**src/rtl/fifo_flex.sv**
```systemverilog
// fifo_flex: parametrised synchronous FIFO for valid/ready streams.
// Supports any depth >= 2, an occupancy count, programmable almost-full /
// almost-empty flags, synchronous flush and an optional one-entry
// registered output stage (OUT_REG=1).
//
// Ports:
//   i_clk           clock, rising edge
//   i_reset         asynchronous active-high reset
//   i_flush         synchronous flush, discards all contents
//   i_master_valid  write request
//   o_master_ready  FIFO can accept a write
//   i_master_data   write payload
//   o_slave_valid   head entry available
//   i_slave_ready   consumer accepts head
//   o_slave_data    head payload
//   o_count         entries held (array + output register)
//   o_almost_full   o_count >= AF_LEVEL
//   o_almost_empty  o_count <= AE_LEVEL
module fifo_flex #(
   parameter int D_WIDTH  = 32,
   parameter int LENGTH   = 8,
   parameter int OUT_REG  = 0,
   parameter int AF_LEVEL = LENGTH - 1,
   parameter int AE_LEVEL = 1,
   localparam int CAP     = LENGTH + OUT_REG,
   localparam int CW      = $clog2(CAP + 1)
) (
   input  logic               i_clk,
   input  logic               i_reset,
   input  logic               i_flush,
   input  logic               i_master_valid,
   output logic               o_master_ready,
   input  logic [D_WIDTH-1:0] i_master_data,
   output logic               o_slave_valid,
   input  logic               i_slave_ready,
   output logic [D_WIDTH-1:0] o_slave_data,
   output logic [CW-1:0]      o_count,
   output logic               o_almost_full,
   output logic               o_almost_empty
);

   localparam int PW = $clog2(LENGTH);
   localparam int AW = $clog2(LENGTH + 1);
   localparam logic [PW-1:0] LAST_PTR = PW'(LENGTH - 1);
   localparam logic [AW-1:0] FULL_CNT = AW'(LENGTH);
   localparam logic [CW-1:0] AF_CNT   = CW'(AF_LEVEL);
   localparam logic [CW-1:0] AE_CNT   = CW'(AE_LEVEL);

   logic [D_WIDTH-1:0] r_mem [LENGTH];
   logic [PW-1:0]      r_wr_ptr;
   logic [PW-1:0]      r_rd_ptr;
   logic [AW-1:0]      r_a_cnt;

   logic w_push;
   logic w_pop;
   logic w_arr_rd;
   logic w_ov;

   assign o_master_ready = (r_a_cnt != FULL_CNT) & ~i_flush;
   assign w_push         = i_master_valid & o_master_ready;
   assign w_pop          = o_slave_valid & i_slave_ready;

   // Storage array has no reset; only pointers and counts define contents.
   always_ff @(posedge i_clk) begin
      if (w_push)
         r_mem[r_wr_ptr] <= i_master_data;
   end

   always_ff @(posedge i_clk or posedge i_reset) begin
      if (i_reset) begin
         r_wr_ptr <= '0;
         r_rd_ptr <= '0;
         r_a_cnt  <= '0;
      end else if (i_flush) begin
         r_wr_ptr <= '0;
         r_rd_ptr <= '0;
         r_a_cnt  <= '0;
      end else begin
         if (w_push)
            r_wr_ptr <= (r_wr_ptr == LAST_PTR) ? '0 : r_wr_ptr + 1'b1;
         if (w_arr_rd)
            r_rd_ptr <= (r_rd_ptr == LAST_PTR) ? '0 : r_rd_ptr + 1'b1;
         case ({w_push, w_arr_rd})
            2'b10:   r_a_cnt <= r_a_cnt + 1'b1;
            2'b01:   r_a_cnt <= r_a_cnt - 1'b1;
            default: r_a_cnt <= r_a_cnt;
         endcase
      end
   end

   generate
      if (OUT_REG != 0) begin : g_oreg
         logic               r_ov;
         logic [D_WIDTH-1:0] r_od;

         // Refill the output register whenever it is empty or being
         // consumed; no bypass from the write port.
         assign w_arr_rd      = (r_a_cnt != '0) & (~r_ov | w_pop) & ~i_flush;
         assign w_ov          = r_ov;
         assign o_slave_valid = r_ov & ~i_flush;
         assign o_slave_data  = r_od;

         always_ff @(posedge i_clk or posedge i_reset) begin
            if (i_reset) begin
               r_ov <= 1'b0;
               r_od <= '0;
            end else if (i_flush) begin
               r_ov <= 1'b0;
            end else if (w_arr_rd) begin
               r_ov <= 1'b1;
               r_od <= r_mem[r_rd_ptr];
            end else if (w_pop) begin
               r_ov <= 1'b0;
            end
         end
      end else begin : g_fall
         assign w_arr_rd      = w_pop;
         assign w_ov          = 1'b0;
         assign o_slave_valid = (r_a_cnt != '0) & ~i_flush;
         assign o_slave_data  = r_mem[r_rd_ptr];
      end
   endgenerate

   assign o_count        = CW'(r_a_cnt) + CW'(w_ov);
   assign o_almost_full  = (o_count >= AF_CNT);
   assign o_almost_empty = (o_count <= AE_CNT);

endmodule

```
**config.mk**
```make
export PLATFORM = sky130hd
export DESIGN_NAME = fifo_flex
export DESIGN_NICKNAME = d
export VERILOG_FILES = /design/src/rtl/fifo_flex.sv
export SDC_FILE = /design/constraint.sdc
export NUM_CORES = 1
export LEC_CHECK = 0
export BUFFER_PORTS_ARGS = -buffer_cell sky130_fd_sc_hd__clkbuf_2
export CAP_MARGIN = 20
export CORE_MARGIN = 8
export CORE_UTILIZATION = 54
export DETAILED_ROUTE_END_ITERATION = 7
export HOLD_SLACK_MARGIN = 0.02
export MAX_ROUTING_LAYER = met4
export PLACE_DENSITY_LB_ADDON = 0.05
export SYNTH_ARGS = -nofsm -noshare
export SYNTH_HDL_FRONTEND = slang
export SYNTH_SLANG_ARGS = --single-unit
```
**constraint.sdc**
```tcl
create_clock -name i_clk -period 4.95 [get_ports i_clk]
set_clock_uncertainty 0.15 [all_clocks]
set_input_delay 0.495 -clock i_clk [delete_from_list [all_inputs] [get_ports i_clk]]
set_output_delay 0.495 -clock i_clk [all_outputs]
set_load 0.02 [all_outputs]
```
==> flow_metrics.py <==
metrics = {
    "placement": {
        "place_area_sq_um": 11200,
        "port_buffers": 76,
        "pre_cts_ws_ns": 1.731,
        "place_congestion": 0.7489,
        "detailed_place_hpwl_microns": 11570,
    },
    "timing": {
        "drv_slew": 0,
        "worst_slew_pin_slew_ns": 1.082,
        "relSlewSlack_pct": 27.90,
        "fin_crit_ns": 3.592,
        "max_freq_mhz": 278.4,
        "period_share_pct": 72.56,
        "hold_viol": 0,
        "rsz0062_at_grt": "no",
        "fin_tns_setup_ns": 0,
        "setup_viol": 0,
        "whs_ns": 0.1034,
        "setup_slack_ns": 1.358,
    },
    "pwr": {
        "ir_worst_vdd_uv": 375.9,
        "pwr-share-comb_pct": 21.2,
        "power.density_nw_per_um2": 475.6,
        "pwr-share-seq_pct": 47.2,
        "clkPwrFrac_pct": 31.6,
        "p_switching_mw": 1.489,
        "intPower_mw": 4.217,
        "power_mw": 5.706,
        "sw_frac_of_total_pct": 26.09,
        "leakagePower_nw": 3.917,
    },
    "die": {
        "die-area_sq_um": 24010,
        "die_w_microns": 155.0,
        "core_sq_um": 19210,
        "ios": 77,
        "die_y_microns": 155.0,
        "initial_utilization_pct": 54.28,
        "num_rows": 51,
    },
    "yosys": {
        "syn-num-nets": 510,
        "seq_area_frac_synth_pct": 76.13,
        "ys_ff_latch": 266,
        "synth_cells": 465,
        "synth_most_common_cell": "edfxtp_1",
        "synth_area_leaders": "edfxtp_1 74%, mux4_2 14%, mux2_2 3.5%, dfrtp_1 2.4%, ha_1 0.96%",
        "yosysTopAreaCell": "edfxtp_1",
        "synth_common_cells": "256 x edfxtp_1, 64 x mux4_2, 32 x mux2_2",
        "synth_edf_count": 256,
        "synth_top_area_share_pct": 73.73,
        "async_reset_ff_share_pct": 3.759,
        "synthesis.area_sq_um": 10430,
        "synth.distinct_cells": 42,
        "yosys_warnings": 0,
        "synth_area_per_cell_sq_um": 22.42,
        "synth_ff_type": "edfxtp_1",
    },
    "global_routing": {
        "grt_pass1_wl_microns": 30480,
        "grt_pass1_vias": 5236,
        "grt_max_degree": 41,
        "antenna_found_initial": 1,
        "grt_remaining_overflow": 0,
        "globalRouteTotalUtil_pct": 17.20,
    },
    "critical_path": {
        "worstSetupPathType": "register to primary output",
        "arrival_ns": 2.95,
        "cp-end-kind": "primary output",
        "r2r_start": "r_a_cnt[0]",
        "startpoint": "r_rd_ptr[0]",
        "crit_fanout": 40,
        "crit_required_ns": 4.30,
        "crit_path_start_kind": "register",
        "path_cells": "buf_4 > mux4_2 > mux2_2 > clkbuf_2",
        "ff2ff_path_depth": 6,
        "cp_slowest_cell": "dfrtp_4",
        "max_stage_delay_ns": 0.96,
    },
    "route": {
        "first_iter_violations": 357,
        "wire_per_inst_microns": 23.04,
        "drc": 0,
        "dr_total_vias": 4851,
        "dr.pass1.iters": 6,
        "postRouteAntennaNets": 0,
        "via_per_inst": 5.714,
        "wirelength_microns": 19560,
    },
    "layout": {
        "fin_area_sq_um": 12000,
        "layout-drive-gt1-share_pct": 40.48,
        "syn_to_final_growth_pct": 15.06,
        "nNetsFinal": 611,
    },
    "cts": {
        "clock_latency_ns": 0.51,
        "clk_pin_slew_ns": 0.06,
        "post_cts_buffers": 0,
        "cts.sinks": 266,
        "tritoncts": "built",
        "cts_buffer_depth": 3,
        "post_cts_resized": 0,
        "h-tree-depth": 1,
        "cts-buffers-inserted": 27,
        "clockRootBuffer": "clkbuf_16",
    },
    "worst_hold_path": {
        "min_path_type": "input port to register",
        "holdCritStartpoint": "i_master_data[25]",
        "min_delay_path_depth": 1,
    },
    "flow_run": {
        "cap_viol_max_count": 0,
    },
    "status": {
        "status": "complete, no violations",
    },
}
-- placed cells by master, fill, tap and decap left out, types with 8 or more instances in the layout --
cell / synthesis / routed
edfxtp_1: 256 / 256
clkbuf_2: 0 / 76
mux4_2: 64 / 64
mux2_2: 32 / 32
clkbuf_16: 0 / 27
buf_4: 0 / 18
clkbuf_1: 8 / 12
nand3b_1: 8 / 8
nand2_1: 8 / 8
ha_1: 8 / 8
-- critical path, delay by kind of cell (launching register included) --
kind	cells	cell delay, ns
muxes	2	0.83
buffers and inverters	2	0.61
DFF	1	0.96
-- power groups by stage --
stage / registers (mW) / logic (mW) / clock network (mW)
floorplan: 2.64 / 1.02 / 0
detailed placement: 2.75 / 1.24 / 0
global route: 2.72 / 1.30 / 1.95
CTS: 2.70 / 1.24 / 1.85
finish: 2.69 / 1.21 / 1.81
global placement: 2.74 / 1.21 / 0
-- sequential cells by signal, indices dropped and copies added (netlist names) --
register	flops
r_a_cnt	4
r_mem	256
r_rd_ptr	3
r_wr_ptr	3
-- worst paths after layout --
check,endpoint,slack (ns)
max,o_slave_data[8],1.36
min,r_mem[5][25],0.10
max reg2reg,r_mem[2][13],1.76
min reg2reg,r_a_cnt[1],0.49
max in group asynchronous,r_rd_ptr[0],3.99
min in group asynchronous,r_wr_ptr[2],0.34
-- metal layers --
layer  global-route usage, %  vias to the layer above  part of all wire [%]
li1                        -                     2158                     -
met1                   21.86                     2547                    42
met2                   28.73                      122                    52
met3                   2.885                       24                   4.7
met4                   4.153                        0                   1.4
met5                       -                        -                     0
-- cells by family after synthesis --
| kind of cell | count (synthesis) | share of synthesized area, % |
|---|---|---|
| AO/OA/AOI/OAI | 18 | 1.332 |
| adder cells (fa/ha/maj) | 8 | 0.9601 |
| buffers and inverters | 29 | 1.560 |
| flip-flops | 266 | 76.13 |
| multiplexers | 98 | 17.48 |
| AND/OR/NAND/NOR | 46 | 2.532 |
-- cell type report --
type | count | area [sq um]
Sequential cell | 266 | 7944
Fill cell | 1343 | 7211
Multi-Input combinational cell | 170 | 2384
Clock buffer | 43 | 775.7
Timing Repair Buffer | 95 | 525.5
Tap cell | 265 | 331.6
Inverter | 6 | 22.52
Clock inverter | 3 | 11.26
Antenna cell | 1 | 2.502
-- what timing repair did --
item / 4_1_cts / 5_1_grt
hold endpoints to repair: 10 / 0
setup endpoints to repair: 0 / 0
hold buffers: 1 / 0
-- through the flow --
step	cells	utilization, %
global route	849	62.46
global placement	801	58.30
finish	849	62.46
CTS	848	62.45
floorplan	465	-
detailed placement	801	58.30
No activity file was read; power rests on OpenSTA's default activity.
